==> src/rtl/rf_wb_scoreboard.sv <==
// rf_wb_scoreboard
//   Write-port arbiter and hazard scoreboard for a 32x32 register file with a
//   single synchronous write port. The pipeline writeback path always wins the
//   port; the long-latency unit (load/MDU) gets it through a valid/ready
//   handshake whenever the pipeline is not writing. Registers with outstanding
//   long-unit writes are tracked in a pending vector, and issue is stalled on
//   RAW/WAW hazards, on outstanding-limit overflow, and while a drain is forced
//   because the long unit has been starved of the port for too long.
//
// Ports
//   clk, rst             clock, asynchronous active-high reset
//   iss_valid/rs1/rs2/rd/long   instruction at issue; iss_stall blocks it
//   wb_valid/rd/data     pipeline writeback (never back-pressured)
//   lu_valid/rd/data     long-unit result; lu_ready accepts it
//   rf_we/rf_wR/rf_wD    register-file write port
//   sb_pending           bit i set while xi has an outstanding long-unit write
module rf_wb_scoreboard #(
   parameter int unsigned MAX_OUT  = 4,
   parameter int unsigned OUT_W    = 3,
   parameter int unsigned MAX_WAIT = 8,
   parameter int unsigned WAIT_W   = 4
) (
   input  logic        clk,
   input  logic        rst,
   input  logic        iss_valid,
   input  logic [4:0]  iss_rs1,
   input  logic [4:0]  iss_rs2,
   input  logic [4:0]  iss_rd,
   input  logic        iss_long,
   output logic        iss_stall,
   input  logic        wb_valid,
   input  logic [4:0]  wb_rd,
   input  logic [31:0] wb_data,
   input  logic        lu_valid,
   input  logic [4:0]  lu_rd,
   input  logic [31:0] lu_data,
   output logic        lu_ready,
   output logic        rf_we,
   output logic [4:0]  rf_wR,
   output logic [31:0] rf_wD,
   output logic [31:0] sb_pending
);

   logic [31:0]       pending_q, pending_d;
   logic [OUT_W-1:0]  out_cnt_q, out_cnt_d;
   logic [WAIT_W-1:0] wait_cnt_q, wait_cnt_d;
   logic              drain_q, drain_d;

   logic wb_use;
   logic lu_grant;
   logic lu_fire;
   logic lu_clr;
   logic lu_dec;
   logic lu_denied;
   logic iss_raw;
   logic iss_waw;
   logic iss_full;
   logic iss_block;
   logic iss_fire;
   logic iss_set;

   // Arbitration and hazard detection
   always_comb begin
      wb_use    = wb_valid && (wb_rd != 5'd0);
      lu_grant  = !wb_use;
      lu_fire   = lu_valid && lu_grant;
      lu_clr    = lu_fire && (lu_rd != 5'd0);
      // A result for a non-pending register (e.g. one issued before a reset)
      // must not drive the counter below zero.
      lu_dec    = lu_clr && (out_cnt_q != '0);
      lu_denied = lu_valid && !lu_grant;

      iss_raw   = ((iss_rs1 != 5'd0) && pending_q[iss_rs1]) ||
                  ((iss_rs2 != 5'd0) && pending_q[iss_rs2]);
      iss_waw   = (iss_rd != 5'd0) && pending_q[iss_rd];
      iss_full  = iss_long && (out_cnt_q >= OUT_W'(MAX_OUT));
      iss_block = iss_valid && (iss_raw || iss_waw || iss_full || drain_q);
      iss_fire  = iss_valid && !iss_block;
      iss_set   = iss_fire && iss_long && (iss_rd != 5'd0);
   end

   // Next-state logic
   always_comb begin
      pending_d  = pending_q;
      out_cnt_d  = out_cnt_q;
      wait_cnt_d = '0;
      drain_d    = drain_q;

      // Clear before set; WAW stalls guarantee both never target one register.
      if (lu_clr) begin
         pending_d[lu_rd] = 1'b0;
      end
      if (iss_set) begin
         pending_d[iss_rd] = 1'b1;
      end

      unique case ({iss_set, lu_dec})
         2'b10:   out_cnt_d = out_cnt_q + 1'b1;
         2'b01:   out_cnt_d = out_cnt_q - 1'b1;
         default: out_cnt_d = out_cnt_q;
      endcase

      if (lu_denied) begin
         if (wait_cnt_q == WAIT_W'(MAX_WAIT)) begin
            wait_cnt_d = wait_cnt_q;
         end else begin
            wait_cnt_d = wait_cnt_q + 1'b1;
         end
      end

      // Drain holds off all issue until the starved result finally lands.
      if (lu_fire) begin
         drain_d = 1'b0;
      end else if (lu_denied && (wait_cnt_d == WAIT_W'(MAX_WAIT))) begin
         drain_d = 1'b1;
      end
   end

   always_ff @(posedge clk or posedge rst) begin
      if (rst) begin
         pending_q  <= '0;
         out_cnt_q  <= '0;
         wait_cnt_q <= '0;
         drain_q    <= 1'b0;
      end else begin
         pending_q  <= pending_d;
         out_cnt_q  <= out_cnt_d;
         wait_cnt_q <= wait_cnt_d;
         drain_q    <= drain_d;
      end
   end

   // Outputs; all forced low while reset is asserted
   always_comb begin
      rf_we      = 1'b0;
      rf_wR      = 5'd0;
      rf_wD      = 32'd0;
      lu_ready   = 1'b0;
      iss_stall  = 1'b0;
      sb_pending = 32'd0;
      if (!rst) begin
         lu_ready   = lu_grant;
         iss_stall  = iss_block;
         sb_pending = pending_q;
         if (wb_use) begin
            rf_we = 1'b1;
            rf_wR = wb_rd;
            rf_wD = wb_data;
         end else if (lu_clr) begin
            rf_we = 1'b1;
            rf_wR = lu_rd;
            rf_wD = lu_data;
         end
      end
   end

endmodule

==> config.mk <==
export PLATFORM = sky130hd
export DESIGN_NAME = rf_wb_scoreboard
export DESIGN_NICKNAME = d
export VERILOG_FILES = /design/src/rtl/rf_wb_scoreboard.sv
export SDC_FILE = /design/constraint.sdc
export NUM_CORES = 1
export LEC_CHECK = 0
export ABC_AREA = 1
export CAP_MARGIN = 20
export CORE_ASPECT_RATIO = 1.5
export CORE_MARGIN = 3
export CORE_UTILIZATION = 40
export CTS_CLUSTER_DIAMETER = 100
export DETAILED_ROUTE_END_ITERATION = 10
export GPL_ROUTABILITY_DRIVEN = 0
export GPL_TIMING_DRIVEN = 0
export PLACE_DENSITY = 0.76
export SLEW_MARGIN = 30
export SYNTH_ARGS = -nofsm -noshare
export SYNTH_HDL_FRONTEND = slang
export SYNTH_SLANG_ARGS = --single-unit
==> constraint.sdc <==
create_clock -name clk -period 4.34 [get_ports clk]
set_input_delay 0.651 -clock clk [delete_from_list [all_inputs] [get_ports clk]]
set_output_delay 0.651 -clock clk [all_outputs]
set_load 0.005 [all_outputs]
==> flow_summary.ini <==
[synth]
synth_top_family_by_area = simple AND/OR/NAND/NOR gates
synth_warnings = 0
yosys.area_share.adder_pct = 1.45
async_flop_share_pct = 100
muxShareOfSynthArea_pct = 0
synth_xor_area_share_pct = 0.663
avgSynthCellArea_um2 = 5.57
synth_ff_type = dfrtp_1
synthCells = 712
synth.distinct_cells = 30
synth-simple-area-share_pct = 48.1
syn_area_um2 = 3960
syn-num-nets = 811
synth_compound_area_share_pct = 12.2
synth-edff-count = 0
synth_seq_cells = 40
yosysSeqAreaShare_pct = 25.3

[run_status]
status = finished, final reports clean

[power_and_ir_drop]
power_frac_comb_pct = 44.6
p_switching_uw = 584
ir_drop_mv = 0.160
internal_power_uw = 957
p_leak_nw = 2.82
swShare_pct = 37.9
power.density_nw_per_um2 = 262
p_clk_share_pct = 22.9
p_seq_share_pct = 32.5

[worst_setup_path]
cp_top_family = buffers and inverters
worst_setup_path_start_kind = input pin
crit_path_max_fanout = 10
criticalPathCategory = input pin to output port
r2r_cells = 17
crit_top_cell = nand2_1
cp_slowest_cell = clkdlybuf4s50_1
crit_buf_inv = 3
cp.depth = 10
rrSetupSlack_ns = 1.71
crit_arrival_ns = 3.25
path_cells = clkdlybuf4s50_1 -> nor3_1 -> nand2_1 -> nand2_1 -> nand2_1 -> a21oi_1 -> buf_2 -> nand2_1 -> a21oi_1 -> clkdlybuf4s50_1
critical_path.max_stage_delay_ns = 0.54
worst-endpoint-required_ns = 3.69
cp-end-kind = output port

[clock_network]
cts-htree-levels = 2
cts_resized = 0
cts_buffers = 5
cts_hold_buf = 0
cts_root_buf = clkbuf_16
clock-sinks = 40
cts_setup_buffers = 0
clk_pin_slew_worst_paths_ns = 0.05
clock_latency_ns = 0.29
clk_path_buf_depth = 2
cts_tree = built

[grt]
grt_overflow = 0
grt_pass1_wl_um = 26400
grt_usage_pct = 30.6
antenna_found_initial = 0
grt_pass1_vias = 5498
grt_max_degree = 24

[floorplanning]
dieArea_um2 = 11200
dieWidth_um = 87.3
rows = 43
die_h_um = 128
coreArea_um2 = 9470
start_util_pct = 41.9
boundaryPins = 167

[routing]
drt-pass1-iter-count = 6
drt-initial-drc-count = 621
via_per_inst = 5.42
drt-total-wl_um = 16800
vias = 5385
drc = 0
wl_per_cell_um = 16.9
antenna_left = 0

[layout]
drive_gt1_share_pct = 4.20
stdcell_area_um2 = 5890
antenna_cells = 0
final_common_cell = nand2_1
area_delta_synth_final_pct = 48.5
final_nets = 981
filler_cell_count = 954
final_cell_mix = nand2_1 (286), clkdlybuf4s50_1 (162), nor2_1 (80)

[timing]
period_share_pct = 89.9
fin_skew_ns = 0.00611
report.final.slew_viol_count = 0
holdWs_ns = 0.502
relSlewSlack_pct = 58.8
fin_ws_ns = 0.438
hold_viol_final = 0
period_needed_ns = 3.90
grt_setup_unrepaired = false
setup_viol = 0
fin_setup_tns_ns = 0
clock.fmax_mhz = 256
worst_slew_pin_slew_ns = 0.618

[job]
drv_cap = 0

[worst_hold_path]
holdCritPathClass = register to register
holdPathStages = 1

[place]
place_area_um2 = 5750
port-buffer-count = 162
hpwl_um = 14000
pre_cts_slack_ns = 0.486
==> logic make-up after synthesis <==
logic type,Yosys count
compound gates,89
flops,40
fa+ha+maj,4
xor+xnor,3
simple gates,463
buf+inv,113
==> path summary, 6_finish.rpt <==
kind                                     startpoint                  endpoint
setup / recovery                           wb_rd[4]                  rf_wD[5]
hold / removal             out_cnt_q[0]$_DFFE_PP0P_  out_cnt_q[0]$_DFFE_PP0P_
setup reg to reg             pending_q[1]$_DFF_PP0_  out_cnt_q[1]$_DFFE_PP0P_
hold reg to reg            out_cnt_q[0]$_DFFE_PP0P_  out_cnt_q[0]$_DFFE_PP0P_
max in group asynchronous                       rst   pending_q[31]$_DFF_PP0_
min in group asynchronous                       rst   pending_q[10]$_DFF_PP0_
==> worst register-to-register path, stage by stage, from the launching register on <==
cell and delay (ns):
dfrtp_1 0.43, inv_1 0.12, nand2_1 0.06, nand3_1 0.07, nand2_1 0.08, nand2_1 0.06, nand2_1 0.04, inv_1 0.04
nand2_1 0.04, nand2_1 0.05, nand2_1 0.05, nor2_1 0.32, and2_1 0.22, nand2_1 0.08, ha_1 0.20, inv_1 0.10
fa_1 0.41, o21ai_0 0.16
==> power groups by stage <==
| stage | clock (mW) | sequential (mW) | combinational [mW] |
|---|---|---|---|
| 2_1_floorplan | 0 | 0.482 | 0.377 |
| 4_1_cts | 0.356 | 0.499 | 0.680 |
| 5_1_grt | 0.371 | 0.507 | 0.764 |
| 3_3_place_gp | 0 | 0.502 | 0.657 |
| 3_5_place_dp | 0 | 0.506 | 0.676 |
| 6_report | 0.353 | 0.501 | 0.687 |
==> routing by layer <==
layer | vias to the layer above | track usage, % | part of all wire, %
met3 | 72 | 8.36 | 11
met1 | 2353 | 32.2 | 35
li1 | 2609 | - | -
met4 | 0 | 17.6 | 5.1
met2 | 351 | 53.5 | 49
met5 | - | 0 | 0
==> cell type report <==
cell class                      instances  area [um^2]  area share [%]
Tap cell                              112          140            2.38
Multi-Input combinational cell        559         2470            42.0
Buffer                                 38          204            3.46
Clock buffer                            6          129            2.19
Inverter                               75          287            4.87
Sequential cell                        40         1000            17.0
Clock inverter                          1         5.00          0.0850
Timing Repair Buffer                  163         1650            28.0
==> metrics by stage <==
step,total power [mW],std cells,utilization [%]
final,1.54,994,62.2
after global routing,1.64,994,62.2
after CTS,1.53,994,62.2
after detailed placement,1.18,987,60.8
after global placement,1.16,986,60.5
after floorplan,0.859,712,-
==> cells in the mapped netlist (3+ instances only) <==
master	n	share of area, %
a21oi_1	40	5.1
buf_2	13	1.6
buf_4	8	1.5
clkbuf_1	15	1.4
dfrtp_1	40	25
ha_1	3	0.95
inv_1	70	6.6
inv_2	3	0.28
nand2_1	286	27
nand3_1	51	6.4
nand4_1	33	5.2
nor2_1	80	7.6
nor3_1	10	1.3
o211ai_1	5	0.95
o21ai_0	31	3.9
o21ai_1	3	0.38
o31ai_1	5	0.95
==> sequential cells by signal, summed over array words and instances, names as in the netlist <==
name and cells:
pending_q 32, out_cnt_q 3, drain_q 1, wait_cnt_q 4
No activity file was read; power rests on OpenSTA's default activity.
